===== config.mk =====
export PLATFORM = sky130hd
export DESIGN_NAME = fdiv_half_precision
export DESIGN_NICKNAME = d
export VERILOG_FILES = /design/src/rtl/fdiv_half_precision.sv
export SDC_FILE = /design/constraint.sdc
export NUM_CORES = 1
export LEC_CHECK = 0
export BUFFER_PORTS_ARGS = -buffer_cell sky130_fd_sc_hd__buf_4
export CORE_UTILIZATION = 53
export CTS_CLUSTER_DIAMETER = 60
export CTS_CLUSTER_SIZE = 25
export DETAILED_ROUTE_END_ITERATION = 6
export PLACE_DENSITY_LB_ADDON = 0.1
export SYNTH_ARGS = -nofsm -noshare
export SYNTH_HDL_FRONTEND = slang
export SYNTH_SLANG_ARGS = --single-unit

===== constraint.sdc =====
create_clock -name clk -period 2.9 [get_ports clk]
set_input_delay 0.435 -clock clk [delete_from_list [all_inputs] [get_ports clk]]
set_output_delay 0.435 -clock clk [all_outputs]
set_load 0.1 [all_outputs]

===== src/rtl/fdiv_half_precision.sv =====
// Sequential half-precision (1/5/10) divider: 12-cycle restoring divide on the
// 11-bit significands, then a single normalise/range-check cycle.
module fdiv_half_precision (
   input  logic       clk,
   input  logic       rst_n,
   input  logic       start,
   input  logic       in_Sign_1,
   input  logic [4:0] in_Exponent_1,
   input  logic [9:0] in_Mantissa_1,
   input  logic       in_Sign_2,
   input  logic [4:0] in_Exponent_2,
   input  logic [9:0] in_Mantissa_2,
   output logic       busy,
   output logic       done,
   output logic       out_Sign,
   output logic [4:0] out_Exponent,
   output logic [9:0] out_Mantissa,
   output logic       Exponent_Overflow,
   output logic       Exponent_Underflow,
   output logic       Divide_By_Zero
);

   typedef enum logic [1:0] {S_IDLE, S_DIVIDE, S_NORM, S_SPECIAL} state_t;

   state_t      state_q, state_d;
   logic [3:0]  cnt_q, cnt_d;
   logic [11:0] quo_q, quo_d;
   logic [11:0] rem_q, rem_d;
   logic [10:0] dvsr_q, dvsr_d;
   logic [4:0]  e1_q, e1_d, e2_q, e2_d;
   logic        sign_q, sign_d, z1_q, z1_d, z2_q, z2_d;
   logic        busy_q, busy_d, done_q, done_d;
   logic        res_sign_q, res_sign_d;
   logic [4:0]  res_exp_q, res_exp_d;
   logic [9:0]  res_man_q, res_man_d;
   logic        ovf_q, ovf_d, unf_q, unf_d, dbz_q, dbz_d;

   logic [12:0]       trial;
   logic              qbit;
   logic [11:0]       rem_sel;
   logic signed [6:0] exp_raw, exp_fin;
   logic              in_z1, in_z2;

   assign in_z1 = (in_Exponent_1 == 5'd0) && (in_Mantissa_1 == 10'd0);
   assign in_z2 = (in_Exponent_2 == 5'd0) && (in_Mantissa_2 == 10'd0);

   always_comb begin
      state_d    = state_q;
      cnt_d      = cnt_q;
      quo_d      = quo_q;
      rem_d      = rem_q;
      dvsr_d     = dvsr_q;
      e1_d       = e1_q;
      e2_d       = e2_q;
      sign_d     = sign_q;
      z1_d       = z1_q;
      z2_d       = z2_q;
      busy_d     = busy_q;
      done_d     = 1'b0;
      res_sign_d = res_sign_q;
      res_exp_d  = res_exp_q;
      res_man_d  = res_man_q;
      ovf_d      = ovf_q;
      unf_d      = unf_q;
      dbz_d      = dbz_q;

      // Remainder always stays below the divisor after a trial step, so the
      // 12-bit register never loses its top bit on the shift.
      trial   = {1'b0, rem_q} - {2'b00, dvsr_q};
      qbit    = ~trial[12];
      rem_sel = qbit ? trial[11:0] : rem_q;

      exp_raw = $signed({2'b00, e1_q}) - $signed({2'b00, e2_q}) + 7'sd15;
      exp_fin = quo_q[11] ? exp_raw : exp_raw - 7'sd1;

      case (state_q)
         S_IDLE: begin
            if (start) begin
               sign_d  = in_Sign_1 ^ in_Sign_2;
               e1_d    = in_Exponent_1;
               e2_d    = in_Exponent_2;
               z1_d    = in_z1;
               z2_d    = in_z2;
               rem_d   = {2'b01, in_Mantissa_1};
               dvsr_d  = {1'b1, in_Mantissa_2};
               quo_d   = 12'd0;
               cnt_d   = 4'd0;
               ovf_d   = 1'b0;
               unf_d   = 1'b0;
               dbz_d   = 1'b0;
               busy_d  = 1'b1;
               state_d = (in_z1 || in_z2) ? S_SPECIAL : S_DIVIDE;
            end
         end
         S_DIVIDE: begin
            quo_d = {quo_q[10:0], qbit};
            rem_d = {rem_sel[10:0], 1'b0};
            if (cnt_q == 4'd11) begin
               cnt_d   = 4'd0;
               state_d = S_NORM;
            end else begin
               cnt_d = cnt_q + 4'd1;
            end
         end
         S_NORM: begin
            res_sign_d = sign_q;
            if (exp_fin >= 7'sd31) begin
               ovf_d     = 1'b1;
               res_exp_d = 5'h1f;
               res_man_d = 10'd0;
            end else if (exp_fin <= 7'sd0) begin
               unf_d     = 1'b1;
               res_exp_d = 5'h00;
               res_man_d = 10'd0;
            end else begin
               res_exp_d = exp_fin[4:0];
               res_man_d = quo_q[11] ? quo_q[10:1] : quo_q[9:0];
            end
            done_d  = 1'b1;
            busy_d  = 1'b0;
            state_d = S_IDLE;
         end
         S_SPECIAL: begin
            res_sign_d = sign_q;
            if (z2_q) begin
               dbz_d     = 1'b1;
               res_exp_d = 5'h1f;
               res_man_d = z1_q ? 10'h200 : 10'h000;
            end else begin
               res_exp_d = 5'h00;
               res_man_d = 10'h000;
            end
            done_d  = 1'b1;
            busy_d  = 1'b0;
            state_d = S_IDLE;
         end
         default: state_d = S_IDLE;
      endcase
   end

   always_ff @(posedge clk or negedge rst_n) begin
      if (!rst_n) begin
         state_q    <= S_IDLE;
         cnt_q      <= 4'd0;
         quo_q      <= 12'd0;
         rem_q      <= 12'd0;
         dvsr_q     <= 11'd0;
         e1_q       <= 5'd0;
         e2_q       <= 5'd0;
         sign_q     <= 1'b0;
         z1_q       <= 1'b0;
         z2_q       <= 1'b0;
         busy_q     <= 1'b0;
         done_q     <= 1'b0;
         res_sign_q <= 1'b0;
         res_exp_q  <= 5'd0;
         res_man_q  <= 10'd0;
         ovf_q      <= 1'b0;
         unf_q      <= 1'b0;
         dbz_q      <= 1'b0;
      end else begin
         state_q    <= state_d;
         cnt_q      <= cnt_d;
         quo_q      <= quo_d;
         rem_q      <= rem_d;
         dvsr_q     <= dvsr_d;
         e1_q       <= e1_d;
         e2_q       <= e2_d;
         sign_q     <= sign_d;
         z1_q       <= z1_d;
         z2_q       <= z2_d;
         busy_q     <= busy_d;
         done_q     <= done_d;
         res_sign_q <= res_sign_d;
         res_exp_q  <= res_exp_d;
         res_man_q  <= res_man_d;
         ovf_q      <= ovf_d;
         unf_q      <= unf_d;
         dbz_q      <= dbz_d;
      end
   end

   assign busy               = busy_q;
   assign done               = done_q;
   assign out_Sign           = res_sign_q;
   assign out_Exponent       = res_exp_q;
   assign out_Mantissa       = res_man_q;
   assign Exponent_Overflow  = ovf_q;
   assign Exponent_Underflow = unf_q;
   assign Divide_By_Zero     = dbz_q;

endmodule


Yosys cells after proc, flatten, opt, wreduce, memory -nomap -nowiden. Cells that the tools add are included.

$add $sub $neg: 5. $mul: 0. Div/mod/pow operators: 0. Order comparisons: 2. Equality and inequality tests: 10. Shift-type cells: 0. Multiplexer cells: 34. Bitwise gates (word level): 2. Reductions and logical operators: 21.

Operators by type and width (number): 2-to-1 mux 10 bit (5); case mux 12 bit (2 select lines) (2); 2-to-1 mux 12 bit (2); logical NOT 10 bit (2); case mux 10 bit (2 select lines) (1); 2-to-1 mux 5 bit (3); subtractor 12 x 11 -> 13 bit (1); inequality test 2 bit, second input constant (6); 2-to-1 mux 11 bit (1); logical NOT 5 bit (2); case mux 5 bit (2 select lines) (1); nonzero test 2 bit (5); 2-to-1 mux 4 bit (2); case mux 1 bit (2 select lines) (4); case mux 4 bit (2 select lines) (1); AND reduction 2 bit (4); adder 6 x 5 -> 7 bit, second input constant (1); greater-or-equal comparator 7 x 6 -> 1 bit, second input constant (1); <= comparator 7 x 1 -> 1 bit, second input constant (1); 2-to-1 mux 1 bit (7); 2-to-1 mux 7 bit (1); subtractor 7 x 2 -> 7 bit, second input constant (1); 2-to-1 mux 2 bit (3); case mux 2 bit (3 select lines) (1); other kinds (13) (16).

Register bits: 75. Latch bits: 0. Memory bits (writable): 0. ROM bits: 0. Bits of input ports: 35. Output and inout port bits: 21. Word-level logic and storage cells: 92. Memories: 0.

Logic depth before layout (Yosys ltp). Gate-level depths: netlist of the first run.

Depth in word-level cells: 8. Mapped depth: 13. Gate-level depth less buffers: 11.

Worst setup path after synthesis of the first run. OpenSTA, ideal clock, no wires.

Kind: flip-flop to flip-flop. Start: register e2_q[0]. End: register ovf_q, in the netlist Exponent_Overflow. Library setup time: 123 ps. Arrival time: 2867 ps. Data required time: 2777 ps. Path slack: -90 ps. Cell stages (with the launch flop): 10. Path buffers: 1. Clock period less this slack: 2990 ps. Path through: dfrtp_1 > ha_1 > fa_1 > ha_1 > xnor2_1 > or3b_4 > a2111oi_4 > a211oi_4 > buf_6 > a32o_1.

Word-level cells in the longest chain between the ends: 7.

RTL lines: from (decl) (RTL line 30) `logic [4:0] e1_q, e1_d, e2_q, e2_d;`; from (signal assigned) (RTL line 149) `e2_q <= 5'd0;`; from (signal assigned) (RTL line 168) `e2_q <= e2_d;`; subtractor 5 x 5 -> 6 bit (*) (RTL line 73) `exp_raw = $signed({2'b00, e1_q}) - $signed({2'b00, e2_q}) + 7'sd15;`; adder 6 x 5 -> 7 bit (*) (RTL line 73); subtractor 7 x 2 -> 7 bit (RTL line 74) `exp_fin = quo_q[11] ? exp_raw : exp_raw - 7'sd1;`; 2-to-1 mux 7 bit (*) (RTL line 74); greater-or-equal comparator 7 x 6 -> 1 bit (*) (RTL line 107) `if (exp_fin >= 7'sd31) begin`; inequality test 2 bit (no line) (*); AND reduction 3 bit (no line) (*); to (signal assigned) (RTL line 177) `ovf_q <= ovf_d;`; to (decl) (RTL line 36) `logic ovf_q, ovf_d, unf_q, unf_d, dbz_q, dbz_d;`.

Every way passes the cells marked *; elsewhere a longest branch is shown, timed or not. A chain may end at the register's enable or synchronous reset.

Worst setup path after layout of the first run.
Start: register e2_q[0]. End: register res_man_q[8], in the netlist out_Mantissa[8].

Word-level cells in the longest chain between the ends: 8. Elaborated cells between the ends (all ways): 9. Those cells by class: 3 x add/sub; 2 x order compare; 4 x mux.

RTL lines: subtractor 5 x 5 -> 6 bit (*) (RTL line 73); adder 6 x 5 -> 7 bit (*) (RTL line 73); subtractor 7 x 2 -> 7 bit (RTL line 74); 2-to-1 mux 7 bit (*) (RTL line 74); <= comparator 7 x 1 -> 1 bit (RTL line 111) `end else if (exp_fin <= 7'sd0) begin`; 2-to-1 mux 10 bit (RTL line 111); 2-to-1 mux 10 bit (*) (RTL line 107); case mux 10 bit (2 select lines) (*) (RTL line 76) `case (state_q)`; to (signal assigned) (RTL line 176) `res_man_q <= res_man_d;`; to (decl) (RTL line 35) `logic [9:0] res_man_q, res_man_d;`.

Marks and branches as above.

==> results.json, run 1 <==
{
  "cts_tree": "done",
  "die_h_um": 93.2,
  "cts.sinks": 75,
  "antenna_left": 0,
  "final.fill_count": 573,
  "synthTopCellsByCount": "nand2_1, dfrtp_1, o21ai_0, inv_1, a21oi_1",
  "crit_required_ns": 3.15,
  "antenna_found_initial": 0,
  "die-area_um2": 8680,
  "yosysSeqAreaShare_pct": 42.6,
  "finalSetupViolCount": 11,
  "grt_use_total_pct": 25.1,
  "clock_skew_ns": 0.0141,
  "start_util_pct": 55.9,
  "timing.hold.ws_ns": 0.213,
  "synth.distinct_cells": 58,
  "synth-seq-cells": 75,
  "worst_slack_ns": -0.0696,
  "syn_area_um2": 4410,
  "n_antenna_cell": 0,
  "timing_worst_slew_pin_value_ns": 0.954,
  "drive_above_1_share_pct": 25.7,
  "synth_edf_count": 0,
  "rrSetupSlack_ns": -0.07,
  "yosysTopAreaCellShare_pct": 42.6,
  "drc": 0,
  "synth_nets": 547,
  "ys.flop_type": "dfrtp_1",
  "critPathArrivalTime_ns": 3.22,
  "violations": "setup timing",
  "critPathLaunchType": "register",
  "async_flop_share_pct": 100,
  "worstHoldPathType": "in -> async",
  "path_clk_slew_ns": 0.09,
  "yosys-top-cells-area": "dfrtp_1, nand2_1, o21ai_0, ha_1, mux2_2",
  "wl_per_cell_um": 16.3,
  "core_area_um2": 7890,
  "vias": 3732,
  "numCtsBuffers": 9,
  "gr-total-overflow": 0,
  "cts_root_buffer": "clkbuf_8",
  "synth_area_leader_cell": "dfrtp_1",
  "firstDrtPassIters": 5,
  "htreeDepth": 3,
  "dp_hpwl_um": 6990,
  "drv_cap": 0,
  "die_width_um": 93.2,
  "routed_via_density": 5.66,
  "grt_pass1_wl_um": 17100,
  "grt_pass1_vias": 3672,
  "grt_max_degree": 76,
  "fin_crit_sh_pct": 102,
  "rows": 32,
  "postSynthAreaPerCell_um2": 8.97,
  "gp_congestion": 0.847,
  "cp-end-kind": "register",
  "pin_count": 56,
  "path_max_fanout": 6,
  "synth_cells": 491,
  "drt_iter0_drc": 252,
  "slew_viol_final": 0,
  "routed_wirelength_um": 10700,
  "crit_type": "reg -> reg",
  "clock_latency_ns": 0.35,
  "clockBufferDepth": 2,
  "cts-hold-fix-buffers": 0,
  "fin_crit_ns": 2.97,
  "finalHoldViolations": 0,
  "fin_nets": 608,
  "slew_headroom_pct": 36.4,
  "syn_to_final_growth_pct": 23.8,
  "port_buffers": 55,
  "synth_most_common_cell": "nand2_1",
  "outcome": "finished with violations",
  "rsz0062_at_grt": "true",
  "yosysWarnings": 0,
  "fmax_mhz": 337
}
[layout make-up]
cell class              count  area [um^2]  area share (%)
clock inverters             6         66.3            1.22
clock buffers              10          128            2.34
well taps                 102          128            2.34
inverters                  33          124            2.27
multi-input cells         358         2540            46.6
flip-flops and latches     75         1880            34.4
repair buffers             75          587            10.8
[repair_timing]
item / CTS / global route
endpoints found under the hold margin: 0 / 0
resized for setup: 8 / 35
gates cloned: 0 / 2
endpoints found under the setup margin: 14 / 18
pin swaps: 2 / 18
buffers inserted: 0 / 3
[registers in the layout (all words and copies together), names as in the netlist]
register / count
quo_q: 12
rem_q: 12
dvsr_q: 11
out_Mantissa: 10
e1_q: 5
e2_q: 5
out_Exponent: 5
cnt_q: 4
state_q: 2
Divide_By_Zero: 1
Exponent_Overflow: 1
Exponent_Underflow: 1
busy: 1
done: 1
out_Sign: 1
sign_q: 1
z1_q: 1
z2_q: 1
[worst paths after layout]
check	depth (start not counted)	to	from
setup / recovery	10	out_Mantissa[8]	e2_q[0]
hold / removal	1	e2_q[4]	rst_n
setup reg to reg	10	out_Mantissa[8]	e2_q[0]
hold reg to reg	2	dvsr_q[10]	dvsr_q[10]
max in group asynchronous	1	quo_q[10]	rst_n
min in group clk	3	dvsr_q[0]	in_Mantissa_2[0]
[cells by family (layout without fill, tap and decap cells)]
group,after synthesis,count (layout),share of synthesized area [%]
flops,75,75,42.6
buf+inv,60,124,5.31
simple gates,170,171,18.2
mux,22,22,5.65
fa+ha+maj,21,21,6.31
xor+xnor,20,20,4.15
compound gates,123,124,17.8
[per-layer routing]
layer	vias to the layer above	part of all wire, %	global-route usage [%]
met3	20	3.4	2.85
met5	-	0	0
li1	1833	-	-
met1	1789	46	33.1
met4	0	2.1	9.36
met2	90	49	42.4
[worst max-delay path, stage by stage (launching register included)]
cell and delay (ns):
dfrtp_1 0.41, ha_4 0.18, fa_2 0.61, buf_6 0.13, nand2_2 0.07, or3b_4 0.40
mux2i_4 0.20, a21oi_2 0.08, xnor2_2 0.21, a31o_4 0.30, o32ai_1 0.30
[per-stage QoR]
| step | setup WS [ns] | area (um^2) | instances | utilization [%] | setup TNS (ns) |
|---|---|---|---|---|---|
| final | -0.0696 | 5450 | 659 | 69.1 | -0.294 |
| after global placement | -0.0610 | 5000 | 638 | 63.3 | -0.549 |
| after CTS | -0.0186 | 5230 | 654 | 66.3 | -0.0531 |
| after detailed placement | -0.193 | 5000 | 638 | 63.3 | -1.81 |
| after floorplan | 0.0228 | 4420 | 491 | - | 0 |
| after global routing | -0.174 | 5450 | 659 | 69.1 | -1.90 |
[placed cells by master, fill, tap and decap left out, types with 8 or more instances in the layout]
cell / n
a21oi_1: 21
buf_4: 71
clkbuf_8: 9
dfrtp_1: 75
ha_1: 16
inv_1: 32
mux2_2: 13
nand2_1: 83
nand2b_1: 8
nand3_1: 15
nor2_1: 18
o21ai_0: 52
xnor2_1: 10
Power of run 1 is not shown: default switching activity piles up to over one toggle a cycle in this logic, so the estimate is an artifact.
==> run 2, diff against run 1 <==
--- a/config.mk
+++ b/config.mk
@@ -6,6 +6,7 @@
 export NUM_CORES = 1
 export LEC_CHECK = 0
 export BUFFER_PORTS_ARGS = -buffer_cell sky130_fd_sc_hd__buf_4
+export CORE_ASPECT_RATIO = 1.75
 export CORE_UTILIZATION = 53
 export CTS_CLUSTER_DIAMETER = 60
 export CTS_CLUSTER_SIZE = 25
==> results.json, run 2 (synthesis results as in run 1) <==
{
  "placed_cells": 626,
  "grt_pass1_wl_um": 17100,
  "core_area_um2": 8020,
  "cts.sinks": 75,
  "antenna_found_initial": 0,
  "crit_type": "reg -> reg",
  "finalHoldViolations": 0,
  "slew_headroom_pct": 36.9,
  "antenna_left": 0,
  "path_clk_slew_ns": 0.06,
  "fmax_mhz": 350,
  "port_buffers": 55,
  "critPathArrivalTime_ns": 3.11,
  "fin_crit_ns": 2.86,
  "die_h_um": 123,
  "vias": 3774,
  "cts-hold-fix-buffers": 0,
  "rows": 43,
  "firstDrtPassIters": 7,
  "drt_iter0_drc": 217,
  "slew_viol_final": 0,
  "grt_use_total_pct": 25.4,
  "final_cell_mix": "nand2_1, buf_4, dfrtp_1, o21ai_0, inv_1",
  "die_width_um": 70.9,
  "grt_max_degree": 76,
  "cp-end-kind": "register",
  "routed_wirelength_um": 10200,
  "fin_nets": 614,
  "htreeDepth": 3,
  "met1_usage_pct": 27.7,
  "final.fill_count": 629,
  "routed_via_density": 5.78,
  "syn_to_final_growth_pct": 24.1,
  "start_util_pct": 55.0,
  "critPathLaunchType": "register",
  "outcome": "finished with violations",
  "grt_use_met3_pct": 3.61,
  "pin_count": 56,
  "cts_tree": "done",
  "timing_worst_slew_pin_value_ns": 0.946,
  "numCtsBuffers": 9,
  "reg_top3": "quo_q: 12 flops, rem_q: 12 flops, dvsr_q: 11 flops",
  "met2_usage_pct": 47.4,
  "timing.hold.ws_ns": 0.243,
  "fin_crit_sh_pct": 98.5,
  "drive_above_1_share_pct": 25.4,
  "rsz0062_at_grt": "true",
  "clockBufferDepth": 2,
  "drc": 2,
  "crit_required_ns": 3.16,
  "drv_cap": 0,
  "fin_cells": 653,
  "dp_hpwl_um": 7170,
  "die-area_um2": 8700,
  "gp_congestion": 0.875,
  "cts_root_buffer": "clkbuf_16",
  "layout_commonest_cell": "nand2_1",
  "grt_busiest_layer": "met2",
  "clock_skew_ns": 0.00649,
  "tns_ns": 0,
  "clock_latency_ns": 0.34,
  "finalSetupViolCount": 0,
  "path_max_fanout": 6,
  "violations": "DRC",
  "gr-total-overflow": 0,
  "worstHoldPathType": "in -> async",
  "n_antenna_cell": 0,
  "wl_per_cell_um": 15.7,
  "grt_pass1_vias": 3694
}
==> run 2: changes by cell type in the layout (fill, tap and decap cells not counted), sizes merged <==
cell,previous run,this run
a211oi,1,2
clkinv,2,6
nor2,21,20
a31o,2,1
buf,75,82
clkinvlp,3,0
bufinv,1,0
==> run 2: final cells by class <==
type / count / area (um^2) / area share (%)
sequential: 75 / 1880 / 34.3
clock buffer: 10 / 239 / 4.37
tap: 90 / 113 / 2.06
clock inverter: 6 / 41.3 / 0.755
multi-input combinational: 357 / 2440 / 44.7
inverter: 33 / 124 / 2.27
timing repair buffer: 82 / 632 / 11.6
==> run 2: worst paths after layout <==
| path | cells past startpoint | slack [ns] | from | end |
|---|---|---|---|---|
| setup / recovery | 10 | 0.04 | dvsr_q[0] | rem_q[2] |
| hold / removal | 1 | 0.24 | rst_n | sign_q |
| setup reg to reg | 10 | 0.04 | dvsr_q[0] | rem_q[2] |
| hold reg to reg | 2 | 0.48 | dvsr_q[10] | dvsr_q[10] |
| max in group asynchronous | 1 | 2.04 | rst_n | z2_q |
| min in group clk | 3 | 0.30 | in_Exponent_1[3] | e1_q[3] |
==> run 2: metrics by stage <==
step | setup WS [ns] | instance area [um^2] | utilization [%]
floorplan | 0.0228 | 4420 | -
global placement | -0.0577 | 4980 | 62.1
detailed placement | -0.121 | 4980 | 62.1
CTS | 0.00225 | 5350 | 66.8
global route | -0.0952 | 5470 | 68.2
finish | 0.0440 | 5470 | 68.2
==> run 2: what timing repair did <==
action	in CTS	in global routing
gates cloned	1	0
setup buffers	4	7
resized for setup	10	13
endpoints found under the setup margin	16	20
pin swaps	4	7
==> run 2: critical path: stages, from the launching register on <==
cell and delay, ns:
dfrtp_1 0.39, ha_1 0.22, fa_2 0.37, nor2b_1 0.15, o21ai_0 0.12, a21oi_1 0.32, o41ai_2 0.12, a31oi_1 0.36
buf_4 0.23, mux2_2 0.34, a21oi_1 0.15
==> run 2: layer usage <==
layer	routed length [um]	up-vias
met3	371	26
li1	-	1849
met5	0	-
met2	5480	103
met4	294	0
met1	4080	1796
Power of run 2 is left out for the same reason.
==> run 3, diff against run 2 <==
--- a/config.mk
+++ b/config.mk
@@ -7,7 +7,7 @@
 export LEC_CHECK = 0
 export BUFFER_PORTS_ARGS = -buffer_cell sky130_fd_sc_hd__buf_4
 export CORE_ASPECT_RATIO = 1.75
-export CORE_UTILIZATION = 53
+export CORE_UTILIZATION = 57
 export CTS_CLUSTER_DIAMETER = 60
 export CTS_CLUSTER_SIZE = 25
 export DETAILED_ROUTE_END_ITERATION = 6
==> constraint.sdc (replaced) <==
create_clock -name clk -period 3.45 [get_ports clk]
set_input_delay 0.5175 -clock clk [delete_from_list [all_inputs] [get_ports clk]]
set_output_delay 0.5175 -clock clk [all_outputs]
set_load 0.1 [all_outputs]
==> results.json, run 3 (synthesis results as in run 1) <==
{
  "cp_cell_sequence": "ha_1, fa_1, ha_1, nor2b_1, nor3b_1, mux2i_1, xor2_1, nor2_1, buf_4, o32ai_1",
  "core_area_um2": 7510,
  "vias": 3732,
  "drive_above_1_share_pct": 19.2,
  "wl_per_cell_um": 16.1,
  "routed_via_density": 5.91,
  "cp-end-kind": "register",
  "dp_hpwl_um": 7230,
  "clock_skew_ns": 0.00482,
  "worstHoldPathType": "in -> async",
  "routed_wirelength_um": 10100,
  "clockBufferDepth": 2,
  "timing_worst_slew_pin_value_ns": 0.933,
  "gp_congestion": 0.857,
  "cp_common_cell": "ha_1",
  "pin_count": 56,
  "postCtsSetupRepairBufs": 0,
  "fmax_mhz": 309,
  "r2r_end": "out_Mantissa[7]",
  "start_util_pct": 58.6,
  "multiInputGateArea_um2": 2300,
  "outcome": "complete, no violations",
  "drt_iter0_drc": 241,
  "cts-hold-fix-buffers": 0,
  "antenna_found_initial": 0,
  "cts_root_buffer": "clkbuf_16",
  "rr_startpoint": "e2_q[0]",
  "reg_top3": "quo_q: 12 flops, rem_q: 12 flops, dvsr_q: 11 flops",
  "grt_max_degree": 76,
  "die_h_um": 118,
  "die-area_um2": 8100,
  "numCtsBuffers": 9,
  "seq_area_um2": 1880,
  "grt_use_total_pct": 27.8,
  "rrSetupSlack_ns": 0.21,
  "critPathLaunchType": "register",
  "critPathLaunch": "e2_q[0]",
  "path_max_fanout": 10,
  "syn_to_final_growth_pct": 18.4,
  "crit_required_ns": 3.68,
  "antenna_left": 0,
  "drc": 0,
  "rows": 42,
  "final_cell_mix": "nand2_1, dfrtp_1, buf_4, o21ai_0, inv_1",
  "final.fill_count": 632,
  "htreeDepth": 3,
  "fin_nets": 594,
  "cts.sinks": 75,
  "gr-total-overflow": 0,
  "cp_slowest_cell": "fa_1",
  "rsz0062_at_grt": "false",
  "worstSetupEndpoint": "out_Mantissa[7]",
  "crit_type": "reg -> reg",
  "reg2reg_depth": 10,
  "clock_latency_ns": 0.34,
  "slew_headroom_pct": 37.8,
  "tns_ns": 0,
  "critPathArrivalTime_ns": 3.47,
  "slew_viol_final": 0,
  "fin_crit_sh_pct": 93.8,
  "path_clk_slew_ns": 0.06,
  "cts_tree": "done",
  "layout_commonest_cell": "nand2_1",
  "die_width_um": 68.5,
  "grt_pass1_vias": 3689,
  "finalHoldViolations": 0,
  "fin_crit_ns": 3.24,
  "firstDrtPassIters": 4,
  "port_buffers": 55,
  "grt_pass1_wl_um": 16700,
  "cts-resized-gates": 0,
  "finalSetupViolCount": 0,
  "n_antenna_cell": 0,
  "crit_path_max_incr_delay_ns": 0.58,
  "drv_cap": 0
}
[run 3: cell type report]
| type | count | area share (%) |
|---|---|---|
| multi-input combinational | 356 | 44.1 |
| timing repair buffer | 63 | 9.07 |
| inverter | 33 | 2.38 |
| sequential | 75 | 36.0 |
| clock inverter | 4 | 1.39 |
| clock buffer | 12 | 4.92 |
| tap | 88 | 2.11 |
[run 3: metrics by stage]
step           hold WS (ns)  utilization (%)  setup slack [ns]  instances  area, um^2
2_1_floorplan         0.222                -             0.460        491        4410
3_5_place_dp          0.461             65.0             0.227        615        4890
6_report              0.303             69.4             0.214        631        5220
5_1_grt               0.388             69.4            0.0313        631        5220
3_3_place_gp          0.437             65.0             0.370        615        4890
4_1_cts               0.360             69.4             0.216        631        5220
[run 3: worst max-delay path: cells and delay by family (launching register included)]
kind	cells	cell delay (ns)
multiplexers	1	0.16
XOR/XNOR	1	0.36
buffers and inverters	1	0.19
AO/OA/AOI/OAI	1	0.28
AND/OR/NAND/NOR	3	0.76
adder cells (fa/ha/maj)	3	0.98
flip-flops	1	0.39
[run 3: per-layer routing]
| metal | up-vias | part of all wire (%) | global-route usage [%] |
|---|---|---|---|
| met1 | 1776 | 38 | 30.5 |
| met4 | 0 | 2.9 | 13.4 |
| met5 | - | 0 | 0 |
| li1 | 1805 | - | - |
| met3 | 26 | 4.3 | 5.31 |
| met2 | 125 | 54 | 48.7 |
[run 3: worst min path at each step]
stage	endpoint	slack (ns)	cells past startpoint
after floorplan	Divide_By_Zero	0.22	0
after global placement	dvsr_q[10]	0.44	2
after detailed placement	dvsr_q[10]	0.46	2
after CTS	sign_q	0.36	1
after global routing	e1_q[2]	0.39	3
final	sign_q	0.30	1
Power of run 3 is left out for the same reason.
